### config.mk
export PLATFORM = sky130hd
export DESIGN_NAME = sram_axi_bridge
export DESIGN_NICKNAME = d
export VERILOG_FILES = /design/src/rtl/sram_axi_bridge.sv
export SDC_FILE = /design/constraint.sdc
export NUM_CORES = 1
export LEC_CHECK = 0
export BUFFER_PORTS_ARGS = -buffer_cell sky130_fd_sc_hd__buf_2
export CAP_MARGIN = 20
export CORE_UTILIZATION = 40
export CTS_BUF_LIST = sky130_fd_sc_hd__clkbuf_16
export CTS_CLUSTER_SIZE = 28
export DETAILED_ROUTE_END_ITERATION = 8
export GPL_TIMING_DRIVEN = 0
export HOLD_SLACK_MARGIN = 0.15
export PLACE_DENSITY = 0.66
export SLEW_MARGIN = 10
export SYNTH_ARGS = -nofsm -noshare
export SYNTH_HDL_FRONTEND = slang
export SYNTH_SLANG_ARGS = --single-unit
### constraint.sdc
create_clock -name clk -period 2.15 [get_ports clk]
set_input_delay 0.1075 -clock clk [delete_from_list [all_inputs] [get_ports clk]]
set_output_delay 0.1075 -clock clk [all_outputs]
set_load 0.01 [all_outputs]
### src/rtl/sram_axi_bridge.sv
// Arbitrates the inst (read-only) and data SRAM-like ports onto one AXI master, data wins, one transaction in flight.
// Latency: accept N, AR/AW+W N+1, data_ok N+2 at best; addr_ok is held low outside IDLE, so requesters stall until the bus frees.
module sram_axi_bridge #(
    parameter int ADDR_W = 32
) (
    input  logic              clk,
    input  logic              reset,
    input  logic              inst_sram_req,
    input  logic [ADDR_W-1:0] inst_sram_addr,
    output logic              inst_sram_addr_ok,
    output logic              inst_sram_data_ok,
    output logic [31:0]       inst_sram_rdata,
    input  logic              data_sram_req,
    input  logic              data_sram_wr,
    input  logic [1:0]        data_sram_size,
    input  logic [3:0]        data_sram_wstrb,
    input  logic [ADDR_W-1:0] data_sram_addr,
    input  logic [31:0]       data_sram_wdata,
    output logic              data_sram_addr_ok,
    output logic              data_sram_data_ok,
    output logic [31:0]       data_sram_rdata,
    output logic [ADDR_W-1:0] araddr,
    output logic [2:0]        arsize,
    output logic              arvalid,
    input  logic              arready,
    input  logic [31:0]       rdata,
    input  logic              rvalid,
    output logic              rready,
    output logic [ADDR_W-1:0] awaddr,
    output logic [2:0]        awsize,
    output logic              awvalid,
    input  logic              awready,
    output logic [31:0]       wdata,
    output logic [3:0]        wstrb,
    output logic              wvalid,
    input  logic              wready,
    input  logic              bvalid,
    output logic              bready
);

    typedef enum logic [2:0] {
        S_IDLE,
        S_RD_ADDR,
        S_RD_DATA,
        S_WR_REQ,
        S_WR_RESP
    } state_t;

    state_t            r_state;
    state_t            w_next;
    logic [ADDR_W-1:0] r_addr;
    logic [1:0]        r_size;
    logic [3:0]        r_wstrb;
    logic [31:0]       r_wdata;
    logic              r_owner_data;
    logic              r_aw_done;
    logic              r_w_done;
    logic [31:0]       r_inst_rdata;
    logic [31:0]       r_data_rdata;

    logic w_idle;
    logic w_rd_fin;
    logic w_wr_fin;
    logic w_aw_fire;
    logic w_w_fire;

    // Handshake outputs are masked while reset is held so an aborted transfer never reports completion.
    assign w_idle   = (r_state == S_IDLE) && !reset;
    assign w_rd_fin = (r_state == S_RD_DATA) && rvalid && !reset;
    assign w_wr_fin = (r_state == S_WR_RESP) && bvalid && !reset;

    assign data_sram_addr_ok = w_idle && data_sram_req;
    assign inst_sram_addr_ok = w_idle && !data_sram_req && inst_sram_req;
    assign inst_sram_data_ok = w_rd_fin && !r_owner_data;
    assign data_sram_data_ok = (w_rd_fin && r_owner_data) || w_wr_fin;
    assign inst_sram_rdata   = inst_sram_data_ok ? rdata : r_inst_rdata;
    assign data_sram_rdata   = (w_rd_fin && r_owner_data) ? rdata : r_data_rdata;

    assign araddr  = r_addr;
    assign arsize  = {1'b0, r_size};
    assign awaddr  = r_addr;
    assign awsize  = {1'b0, r_size};
    assign wdata   = r_wdata;
    assign wstrb   = r_wstrb;
    assign arvalid = (r_state == S_RD_ADDR);
    assign rready  = (r_state == S_RD_DATA);
    assign awvalid = (r_state == S_WR_REQ) && !r_aw_done;
    assign wvalid  = (r_state == S_WR_REQ) && !r_w_done;
    assign bready  = (r_state == S_WR_RESP);

    assign w_aw_fire = awvalid && awready;
    assign w_w_fire  = wvalid && wready;

    always_comb begin
        w_next = r_state;
        case (r_state)
            S_IDLE: begin
                if (data_sram_addr_ok) begin
                    w_next = data_sram_wr ? S_WR_REQ : S_RD_ADDR;
                end else if (inst_sram_addr_ok) begin
                    w_next = S_RD_ADDR;
                end
            end
            S_RD_ADDR: begin
                if (arready) begin
                    w_next = S_RD_DATA;
                end
            end
            S_RD_DATA: begin
                if (rvalid) begin
                    w_next = S_IDLE;
                end
            end
            S_WR_REQ: begin
                if ((r_aw_done || w_aw_fire) && (r_w_done || w_w_fire)) begin
                    w_next = S_WR_RESP;
                end
            end
            S_WR_RESP: begin
                if (bvalid) begin
                    w_next = S_IDLE;
                end
            end
            default: w_next = S_IDLE;
        endcase
    end

    always_ff @(posedge clk) begin
        if (reset) begin
            r_state      <= S_IDLE;
            r_addr       <= '0;
            r_size       <= '0;
            r_wstrb      <= '0;
            r_wdata      <= '0;
            r_owner_data <= 1'b0;
            r_aw_done    <= 1'b0;
            r_w_done     <= 1'b0;
            r_inst_rdata <= '0;
            r_data_rdata <= '0;
        end else begin
            r_state <= w_next;
            // Request fields are captured only on acceptance, keeping AXI payloads stable until handshake.
            if (data_sram_addr_ok) begin
                r_addr       <= data_sram_addr;
                r_size       <= data_sram_size;
                r_wstrb      <= data_sram_wstrb;
                r_wdata      <= data_sram_wdata;
                r_owner_data <= 1'b1;
            end else if (inst_sram_addr_ok) begin
                r_addr       <= inst_sram_addr;
                r_size       <= 2'd2;
                r_wstrb      <= '0;
                r_wdata      <= '0;
                r_owner_data <= 1'b0;
            end
            if (r_state != S_WR_REQ) begin
                r_aw_done <= 1'b0;
                r_w_done  <= 1'b0;
            end else begin
                if (w_aw_fire) r_aw_done <= 1'b1;
                if (w_w_fire)  r_w_done  <= 1'b1;
            end
            if (inst_sram_data_ok) begin
                r_inst_rdata <= rdata;
            end
            if (w_rd_fin && r_owner_data) begin
                r_data_rdata <= rdata;
            end
        end
    end

endmodule

==> impl_metrics.tcl <==
set metrics [dict create \
    layout-drive-gt1-share 0.449 \
    min-delay-start "inst_sram_addr[10]" \
    synth_cells 767 \
    path_cells "and4bb_4, nand3_4, buf_12, clkbuf_16, mux2_4, buf_6" \
    rsz0062_at_grt "yes" \
    routedWlPerCell_um 17.5 \
    nets 1369 \
    maxCapViolations 0 \
    crit_family "buffers and inverters" \
    grt_pass1_wl_um 37600 \
    status "complete, no violations" \
    period_minus_slack_ps 2110 \
    core_mm2 0.0174 \
    power.leakage_nw 5.57 \
    routabilityCongestion 0.841 \
    pwr_density_cell_mw_per_mm2 660 \
    pre_cts_ws_ps 92.9 \
    drt_first_pass_iters 4 \
    yosys_register_bits 140 \
    finalMaxSlewViolations 0 \
    cp_data_required_time_ps 2040 \
    critPathLaunchType "register" \
    antenna_found_initial 4 \
    syn_area_per_cell_um2 9.35 \
    htreeDepth 4 \
    power_mw 7.31 \
    synth_warnings 0 \
    ir_drop_uv 565 \
    dp.cells 1312 \
    path_class "reg -> out" \
    grt_usage 0.265 \
    ioPinCount 323 \
    fp-row-count 48 \
    dp_hpwl_um 17600 \
    path_buf_inv 3 \
    vias 7409 \
    fmax_ghz 0.475 \
    syn_to_final_growth_pct 54.5 \
    hold_path.class "in -> reg" \
    clkTransAtPathRegs_ps 70 \
    syn_area_mm2 0.00717 \
    overflow 0 \
    r2r_start "r_state[2]" \
    cpMaxStageDelayCell "and4bb_4" \
    crit_path_max_incr_delay_ps 360 \
    max_slew_margin 0.616 \
    clk_latency_ps 420 \
    synth_cell_type_count 39 \
    cts_tree "done" \
    die-width_um 136 \
    grt_max_degree 18 \
    startpoint "r_state[0]" \
    holdWs_ps 185 \
    first_global_vias 7098 \
    path_max_fanout 9 \
    min_period_over_period 0.979 \
    timing.final.ws_setup_ps 44.8 \
    setup_tns_ps 0 \
    cts_sinks 140 \
    design_area_mm2 0.0111 \
    ys_seq_area_frac 0.391 \
    routed_wl_um 25600 \
    numCtsBuffers 17 \
    drc 0 \
    fin_cells 1466 \
    worst_pin_slew_ps 576 \
    fin_skew_ps 9.86 \
    vias_per_cell 5.05 \
    dieHeight_um 136 \
    antenna_left 0 \
    initial_core_util 0.412 \
    post-route-util 0.636 \
    cts_buffer_depth 2 \
    root_buffer "clkbuf_16" \
    io_buffer_count 319 \
    drt_iter0_drc 282 \
    endpoint_kind "output pin" \
    hold_viol_final 0 \
    placed_area_mm2 0.00905 \
    finalSetupViolCount 0 \
    die_area_mm2 0.0185 \
    critical_path_arrival_ps 2000 \
]
-- synthesized netlist by cell type --
| cell type | n | area (um^2) |
|---|---|---|
| o31ai_1 | 3 | 22.5 |
| inv_1 | 36 | 135 |
| mux2_2 | 87 | 980 |
| a31oi_1 | 1 | 6.26 |
| conb_1 | 1 | 3.75 |
| buf_2 | 14 | 70.1 |
| buf_4 | 38 | 285 |
| nand2b_1 | 6 | 37.5 |
| and3b_1 | 32 | 280 |
| nand2_1 | 11 | 41.3 |
| a31o_2 | 7 | 61.3 |
| clkbuf_2 | 4 | 20.0 |
| o211ai_1 | 1 | 7.51 |
| o221ai_1 | 1 | 8.76 |
| nor4_4 | 1 | 21.3 |
| mux2i_1 | 5 | 50.1 |
| buf_6 | 15 | 169 |
| nor4_1 | 5 | 31.3 |
| nand3_1 | 38 | 190 |
| o221a_2 | 2 | 22.5 |
| o21ai_0 | 87 | 435 |
| a221oi_1 | 32 | 280 |
| and4bb_2 | 1 | 12.5 |
| nor2_1 | 10 | 37.5 |
| a21oi_1 | 42 | 210 |
| dfxtp_1 | 140 | 2800 |
| nand4bb_1 | 1 | 11.3 |
| or4_1 | 2 | 15.0 |
| clkbuf_1 | 38 | 143 |
| buf_1 | 1 | 3.75 |
| nand4_1 | 3 | 18.8 |
| mux2_1 | 25 | 282 |
| inv_2 | 1 | 3.75 |
| nor3b_1 | 1 | 7.51 |
| nor4b_1 | 3 | 26.3 |
| nor3_1 | 2 | 10.0 |
| nand3_2 | 2 | 20.0 |
| nor2b_1 | 54 | 338 |
| o21ai_1 | 14 | 70.1 |
-- path summary, 6_finish.rpt --
check                             end  slack (ps)  cells after the start
setup / recovery  inst_sram_rdata[13]          40                      6
hold / removal             araddr[10]         190                      4
hold reg to reg              wdata[0]         470                      2
setup reg to reg           araddr[15]         270                      6
-- worst register-to-register path, stage by stage, from the launching register on --
cell and delay (ps):
dfxtp_1 310, buf_6 130, or4_1 510, buf_4 220
clkbuf_1 240, o21ai_0 230, a221oi_1 100
-- layout make-up --
type	instances	area, um^2
Multi-Input combinational cell	481	3630
Antenna cell	3	7.51
Tap cell	225	282
Buffer	109	764
Fill cell	1455	6340
Inverter	37	143
Timing Repair Buffer	439	2870
Sequential cell	140	2810
Clock buffer	17	425
Clock inverter	15	151
-- registers in the layout, indices dropped and copies added (netlist names) --
| name | flops |
|---|---|
| r_aw_done | 1 |
| r_w_done | 1 |
| r_owner_data | 1 |
| r_state | 3 |
| wdata | 32 |
| araddr | 32 |
| r_size | 2 |
| wstrb | 4 |
| r_inst_rdata | 32 |
| r_data_rdata | 32 |
-- what timing repair did --
action / in CTS / in global routing
setup endpoints to repair: 62 / 50
pin swaps: 2 / 2
setup buffers: 5 / 5
gates resized for setup: 13 / 48
hold endpoints to repair: 134 / 0
cloned: 0 / 2
hold buffers: 108 / 0
-- layout by cell type (no fill, tap or decap), types with 4 or more instances in the layout --
cell type,instances
buf_2,319
dfxtp_1,139
dlygate4sd3_1,108
mux2_2,88
o21ai_0,87
nor2b_1,54
buf_4,49
a21oi_1,42
nand3_1,38
clkbuf_1,37
inv_1,35
and3b_1,32
a221oi_1,32
clkbuf_16,19
buf_6,18
mux2_4,16
o21ai_1,14
nand2_1,11
nor2_1,9
mux2_1,8
buf_12,7
a31o_2,7
inv_6,7
nand2b_1,6
clkbuf_2,5
nor4_1,5
mux2i_1,5
clkinvlp_4,4
-- kinds of logic (layout without fill, tap and decap cells) --
family,after synthesis,count (layout),synth area share
AO/OA/AOI/OAI,190,190,0.157
buffers and inverters,147,617,0.116
flip-flops,140,140,0.391
multiplexers,117,117,0.183
other,1,5,0.000523
AND/OR/NAND/NOR,172,172,0.153
-- per-layer routing --
metal	share of wire	GRT usage
met1	0.40	0.294
met2	0.50	0.461
met3	0.075	0.0947
met4	0.022	0.0988
met5	0.00051	0
-- where the power goes --
group / leakage, nW / internal, mW / switching [mW]
logic: 4.16 / 0.789 / 0.797
clock network: 0.274 / 1.63 / 1.26
registers: 1.14 / 2.74 / 0.0926
Note: power is estimated with default switching activity, not from simulation.
